<file path="config.mk">
export PLATFORM = sky130hd
export DESIGN_NAME = wb_arb2_b3
export DESIGN_NICKNAME = d
export VERILOG_FILES = /design/src/rtl/wb_arb_pkg.sv /design/src/rtl/wb_watchdog.sv /design/src/rtl/wb_arb2_b3.sv
export SDC_FILE = /design/constraint.sdc
export NUM_CORES = 1
export LEC_CHECK = 0
export BUFFER_PORTS_ARGS = -buffer_cell sky130_fd_sc_hd__buf_2
export CAP_MARGIN = 25
export CORE_AREA = 8 8 124 126
export DETAILED_ROUTE_END_ITERATION = 10
export DIE_AREA = 0 0 132 134
export PLACE_DENSITY = 0.57
export SLEW_MARGIN = 20
export SYNTH_ARGS = -nofsm -noshare
export SYNTH_HDL_FRONTEND = slang
export SYNTH_SLANG_ARGS = --single-unit
</file>
<file path="constraint.sdc">
create_clock -name wb_clk_i -period 2.79 [get_ports wb_clk_i]
set_input_delay 0.279 -clock wb_clk_i [delete_from_list [all_inputs] [get_ports wb_clk_i]]
set_output_delay 0.279 -clock wb_clk_i [all_outputs]
set_load 0.005 [all_outputs]
</file>
<file path="src/rtl/wb_arb_pkg.sv">
// wb_arb_pkg
// Shared definitions for the two-master Wishbone B3 arbiter: the arbiter
// state encoding plus the Wishbone cycle-type (CTI) and burst-type (BTE)
// codes used by masters, slaves and the arbiter's testbench.
// No ports; imported by the arbiter, its watchdog and the testbench.

package wb_arb_pkg;

  // Arbiter states: bus free, or granted to master 0 / master 1
  typedef enum logic [1:0] {
    IDLE = 2'd0,
    GNT0 = 2'd1,
    GNT1 = 2'd2
  } arb_state_e;

  // Wishbone B3 cycle type identifiers
  localparam logic [2:0] CLASSIC = 3'b000;
  localparam logic [2:0] CONST   = 3'b001;
  localparam logic [2:0] INCR    = 3'b010;
  localparam logic [2:0] EOB     = 3'b111;

  // Wishbone B3 burst type extensions
  localparam logic [1:0] LINEAR = 2'b00;
  localparam logic [1:0] WRAP4  = 2'b01;
  localparam logic [1:0] WRAP8  = 2'b10;
  localparam logic [1:0] WRAP16 = 2'b11;

endpackage

</file>
<file path="src/rtl/wb_watchdog.sv">
// wb_watchdog
// Counts consecutive strobe cycles that the slave leaves unanswered and
// raises a one-cycle fire pulse when the count reaches timeout_cycles.
// A timeout_cycles of 0 disables the pulse entirely.
// Ports:
//   clk       - clock
//   rst       - synchronous active-high reset
//   clear     - bus is not granted; hold the counter at zero
//   busy      - granted master is strobing the slave this cycle
//   responded - slave answered with ack, err or rty this cycle
//   fire      - combinational timeout pulse for the current cycle

module wb_watchdog
  import wb_arb_pkg::*;
#(
  parameter int timeout_cycles = 255
) (
  input  logic clk,
  input  logic rst,
  input  logic clear,
  input  logic busy,
  input  logic responded,
  output logic fire
);

  localparam logic [7:0] LIMIT   = 8'(timeout_cycles - 1);
  localparam bit         ENABLED = (timeout_cycles != 0);

  logic [7:0] wd_cnt_q;
  logic [7:0] wd_cnt_d;
  logic       count_en;

  // The pulse fires in the cycle that would have been the timeout_cycles-th
  // unanswered strobe, so the counter compares against timeout_cycles-1.
  always_comb begin
    count_en = busy && !responded && !clear;
    fire     = ENABLED && count_en && (wd_cnt_q == LIMIT);
    wd_cnt_d = '0;
    if (count_en && !fire) begin
      wd_cnt_d = wd_cnt_q + 8'd1;
    end
  end

  always_ff @(posedge clk) begin
    if (rst) begin
      wd_cnt_q <= '0;
    end else begin
      wd_cnt_q <= wd_cnt_d;
    end
  end

endmodule

</file>
<file path="src/rtl/wb_arb2_b3.sv">
// wb_arb2_b3
// Round-robin arbiter letting two Wishbone B3 masters share one slave.
// A grant is held for the whole cyc assertion so bursts pass untouched,
// and a watchdog ends any access the slave never answers.
// Ports:
//   wb_clk_i, wb_rst_i        - clock, synchronous active-high reset
//   m0_* / m1_*               - master-side request inputs and response outputs
//   s_*_o                     - slave-side request outputs (mux of granted master)
//   s_dat_i/ack/err/rty       - slave responses, routed to the granted master

module wb_arb2_b3
  import wb_arb_pkg::*;
#(
  parameter int dw             = 32,
  parameter int aw             = 32,
  parameter int timeout_cycles = 255
) (
  input  logic          wb_clk_i,
  input  logic          wb_rst_i,

  input  logic [aw-1:0] m0_adr_i,
  input  logic [dw-1:0] m0_dat_i,
  input  logic [3:0]    m0_sel_i,
  input  logic          m0_we_i,
  input  logic [1:0]    m0_bte_i,
  input  logic [2:0]    m0_cti_i,
  input  logic          m0_cyc_i,
  input  logic          m0_stb_i,
  output logic [dw-1:0] m0_dat_o,
  output logic          m0_ack_o,
  output logic          m0_err_o,
  output logic          m0_rty_o,

  input  logic [aw-1:0] m1_adr_i,
  input  logic [dw-1:0] m1_dat_i,
  input  logic [3:0]    m1_sel_i,
  input  logic          m1_we_i,
  input  logic [1:0]    m1_bte_i,
  input  logic [2:0]    m1_cti_i,
  input  logic          m1_cyc_i,
  input  logic          m1_stb_i,
  output logic [dw-1:0] m1_dat_o,
  output logic          m1_ack_o,
  output logic          m1_err_o,
  output logic          m1_rty_o,

  output logic [aw-1:0] s_adr_o,
  output logic [dw-1:0] s_dat_o,
  output logic [3:0]    s_sel_o,
  output logic          s_we_o,
  output logic [1:0]    s_bte_o,
  output logic [2:0]    s_cti_o,
  output logic          s_cyc_o,
  output logic          s_stb_o,
  input  logic [dw-1:0] s_dat_i,
  input  logic          s_ack_i,
  input  logic          s_err_i,
  input  logic          s_rty_i
);

  arb_state_e state_q, state_d;
  logic       last_q, last_d;
  logic       wd_fire;
  logic       wd_busy;

  // Watchdog sees the master's own strobe, before the fire pulse masks it,
  // so the pulse cannot feed back into its own trigger condition.
  assign wd_busy = ((state_q == GNT0) && m0_stb_i) ||
                   ((state_q == GNT1) && m1_stb_i);

  wb_watchdog #(
    .timeout_cycles(timeout_cycles)
  ) u_watchdog (
    .clk      (wb_clk_i),
    .rst      (wb_rst_i),
    .clear    (state_q == IDLE),
    .busy     (wd_busy),
    .responded(s_ack_i || s_err_i || s_rty_i),
    .fire     (wd_fire)
  );

  // Read data is broadcast; only the granted master gets an ack to qualify it.
  assign m0_dat_o = s_dat_i;
  assign m1_dat_o = s_dat_i;

  // Next-state: on contention the master that was not granted last wins.
  // A grant is only released by cyc falling or the watchdog firing.
  always_comb begin
    state_d = state_q;
    last_d  = last_q;
    case (state_q)
      IDLE: begin
        if (m0_cyc_i && m1_cyc_i) begin
          if (last_q) begin
            state_d = GNT0;
            last_d  = 1'b0;
          end else begin
            state_d = GNT1;
            last_d  = 1'b1;
          end
        end else if (m0_cyc_i) begin
          state_d = GNT0;
          last_d  = 1'b0;
        end else if (m1_cyc_i) begin
          state_d = GNT1;
          last_d  = 1'b1;
        end
      end
      GNT0: begin
        if (!m0_cyc_i || wd_fire) begin
          state_d = IDLE;
        end
      end
      GNT1: begin
        if (!m1_cyc_i || wd_fire) begin
          state_d = IDLE;
        end
      end
      default: state_d = IDLE;
    endcase
  end

  always_ff @(posedge wb_clk_i) begin
    if (wb_rst_i) begin
      state_q <= IDLE;
      last_q  <= 1'b1;
    end else begin
      state_q <= state_d;
      last_q  <= last_d;
    end
  end

  // Zero-latency mux. Reset gates everything so the slave sees cyc drop in
  // the very cycle reset is raised, even mid-burst.
  always_comb begin
    s_adr_o  = '0;
    s_dat_o  = '0;
    s_sel_o  = '0;
    s_we_o   = 1'b0;
    s_bte_o  = '0;
    s_cti_o  = '0;
    s_cyc_o  = 1'b0;
    s_stb_o  = 1'b0;
    m0_ack_o = 1'b0;
    m0_err_o = 1'b0;
    m0_rty_o = 1'b0;
    m1_ack_o = 1'b0;
    m1_err_o = 1'b0;
    m1_rty_o = 1'b0;
    if (!wb_rst_i) begin
      case (state_q)
        GNT0: begin
          s_adr_o  = m0_adr_i;
          s_dat_o  = m0_dat_i;
          s_sel_o  = m0_sel_i;
          s_we_o   = m0_we_i;
          s_bte_o  = m0_bte_i;
          s_cti_o  = m0_cti_i;
          s_cyc_o  = m0_cyc_i && !wd_fire;
          s_stb_o  = m0_stb_i && !wd_fire;
          m0_ack_o = s_ack_i;
          m0_err_o = s_err_i || wd_fire;
          m0_rty_o = s_rty_i;
        end
        GNT1: begin
          s_adr_o  = m1_adr_i;
          s_dat_o  = m1_dat_i;
          s_sel_o  = m1_sel_i;
          s_we_o   = m1_we_i;
          s_bte_o  = m1_bte_i;
          s_cti_o  = m1_cti_i;
          s_cyc_o  = m1_cyc_i && !wd_fire;
          s_stb_o  = m1_stb_i && !wd_fire;
          m1_ack_o = s_ack_i;
          m1_err_o = s_err_i || wd_fire;
          m1_rty_o = s_rty_i;
        end
        default: ;
      endcase
    end
  end

endmodule

</file>
==> qor.yml <==
finish:
  antenna-diode-count: 0
  drive_gt1_frac: 0.5386
  fin_cells: 659
  fin_area_mm2: 0.003134
  area_growth_pct: 43.22
  layout.nets: 674
place:
  routabilityCongestion: 0.8399
  placed_cells_incl_taps: 655
  io_buffer_count: 238
  hpwl_mm: 9.252
  place_area_mm2: 0.003055
yosys:
  synth_area_mm2: 0.002188
  synthesis.nets: 516
  synth.avg_cell_area_um2: 6.796
  synth.largest_area_cell: "a22oi_1"
  synthTopCellsByCount: "nor2_1 (79), a22oi_1 (74), buf_4 (65), buf_2 (14), dfxtp_1 (11)"
  synth_top_cells_by_area: "a22oi_1 (25%), buf_4 (22%), nor2_1 (14%)"
  synth.most_common_cell: "nor2_1"
  async_reset_ff_frac: 0
  synth_top_area_frac: 0.2539
  synth_cells: 322
  ys.flop_type: "dfxtp_1"
  ys_seq_area_frac: 0.1006
  synth_cell_types: 32
  synth_seq_cells: 11
  synth_edf_count: 0
  ys.warnings.count: 0
power:
  p_total_uw: 901.9
  p_leak_nw: 1.572
  power_density_mw_per_mm2: 287.8
  max-vdd-ir-drop_mv: 0.3101
clock_tree:
  path_clk_slew_ns: 0.04
  cts_hold_buf: 0
  h-tree-depth: 1
  cts_tree: "built"
  clock_latency_ns: 0.24
  cts_resized: 0
  clockBufferDepth: 2
  cts_root_buf: "clkbuf_16"
  cts_sinks: 11
  postCtsSetupRepairBufs: 0
  numCtsBuffers: 3
drt:
  drtPass1Iterations: 4
  drtIter0Drc: 167
  drc: 0
  vias: 2882
  routedWlPerCell_um: 16.87
  ant_nets: 0
  drt-vias-per-instance: 4.373
  wirelength_mm: 11.12
sta:
  skew_ns: 0.001988
  worst_pin_slew_ns: 0.4180
  max-slew-margin-rel: 0.7213
  fin_crit_ns: 2.148
  rsz0062_at_grt: "false"
  setup_viol: 0
  maxClockFrequency_mhz: 465.5
  finalMaxSlewViolations: 0
  fin_crit_sh: 0.7699
  whs_ns: 0.3596
  finalHoldViolCount: 0
  setup_tns_ns: 0
die:
  die_h_um: 134
  die_x_um: 132
  pin_count: 335
  die_area_mm2: 0.01769
  start_util: 0.1620
  core_mm2: 0.01350
  floorplan.rows: 43
setup_path:
  cp_slowest_cell: "nor4_4"
  crit_family: "simple AND/OR/NAND/NOR gates"
  crit_arrival_ns: 1.87
  crit_fanout: 4
  critical_path_class: "reg -> out"
  worst-path-buf-inv: 2
  worstPathCellList: "inv_1 > ha_1 > nor4_4 > and4_1 > nor3_1 > buf_2"
  slowest_delay_ns: 0.38
  r2r-start: "state_q[0]"
  cp-end-kind: "primary output"
  cp-startpoint: "state_q[0]"
  required_ns: 2.51
  start_kind: "register"
worst_hold_path:
  worstHoldStart: "wb_rst_i"
  hold_class: "in -> reg"
global_routing:
  grt_pass1_wl_mm: 16.44
  grt_use_total: 0.1123
  grt_pass1_vias: 2922
  grt_antenna_before_repair: 0
  gr-total-overflow: 0
  grt_max_degree: 79
flow_run:
  maxCapViolCount: 0
status:
  status: "completed"
-- metal layers --
metal	GRT usage	vias to the layer above	share of wire
met1	0.1150	1291	0.36
met5	0	-	0
met2	0.2121	178	0.53
met4	0.02297	0	0.014
met3	0.04301	20	0.10
li1	-	1393	-
-- state kept, by name, summed over array words and instances (netlist names) --
signal / count
u_watchdog.wd_cnt_q: 8
state_q: 2
last_q: 1
-- final cells by class --
| cell class | count | area, um2 |
|---|---|---|
| Fill cell | 1542 | 10370 |
| Multi-Input combinational cell | 213 | 1339 |
| Timing Repair Buffer | 243 | 1241 |
| Tap cell | 180 | 225.2 |
| Sequential cell | 11 | 220.2 |
| Clock buffer | 4 | 78.83 |
| Inverter | 8 | 30.03 |
-- path summary, 6_finish.rpt --
check,end,slack [ns],cells past startpoint
max reg2reg,state_q[1],1.12,5
min,last_q,0.36,2
min reg2reg,last_q,0.51,1
max,s_stb_o,0.64,6
-- stage by stage --
stage	setup slack, ns	utilization
finish	0.6419	0.2321
global route	0.4776	0.2321
floorplan	1.156	-
CTS	0.6211	0.2321
detailed placement	0.9116	0.2263
global placement	0.9347	0.2263
-- cells by family (layout without fill, tap and decap cells) --
family / after synthesis / after routing / share of synthesized area
and+or+nand+nor: 114 / 114 / 0.2482
buffers and inverters: 98 / 255 / 0.2910
AOI/OAI and AO/OA: 89 / 89 / 0.3105
DFF: 11 / 11 / 0.1006
adders and majority gates: 5 / 5 / 0.02859
xor gates and xnor gates: 3 / 3 / 0.01201
muxes: 2 / 2 / 0.009148
-- power breakdown --
part / switching, mW / leakage [nW] / internal (mW)
clock: 0.0700 / 0.0382 / 0.192
combinational: 0.260 / 1.44 / 0.212
sequential: 0.00445 / 0.0892 / 0.164
-- layout by cell type (no fill, tap or decap), drive strengths merged, types with 3 or more instances in the layout --
master and instances:
buf 243, nor2 79, a22oi 74, dfxtp 11, inv 8, nand2 7
nor3 7, ha 5, nand3 4, clkbuf 4, and4 3, a211o 3
o21ai 3, or3 3, a211oi 3, nand2b 3
Power figures use the tool's default switching activity.
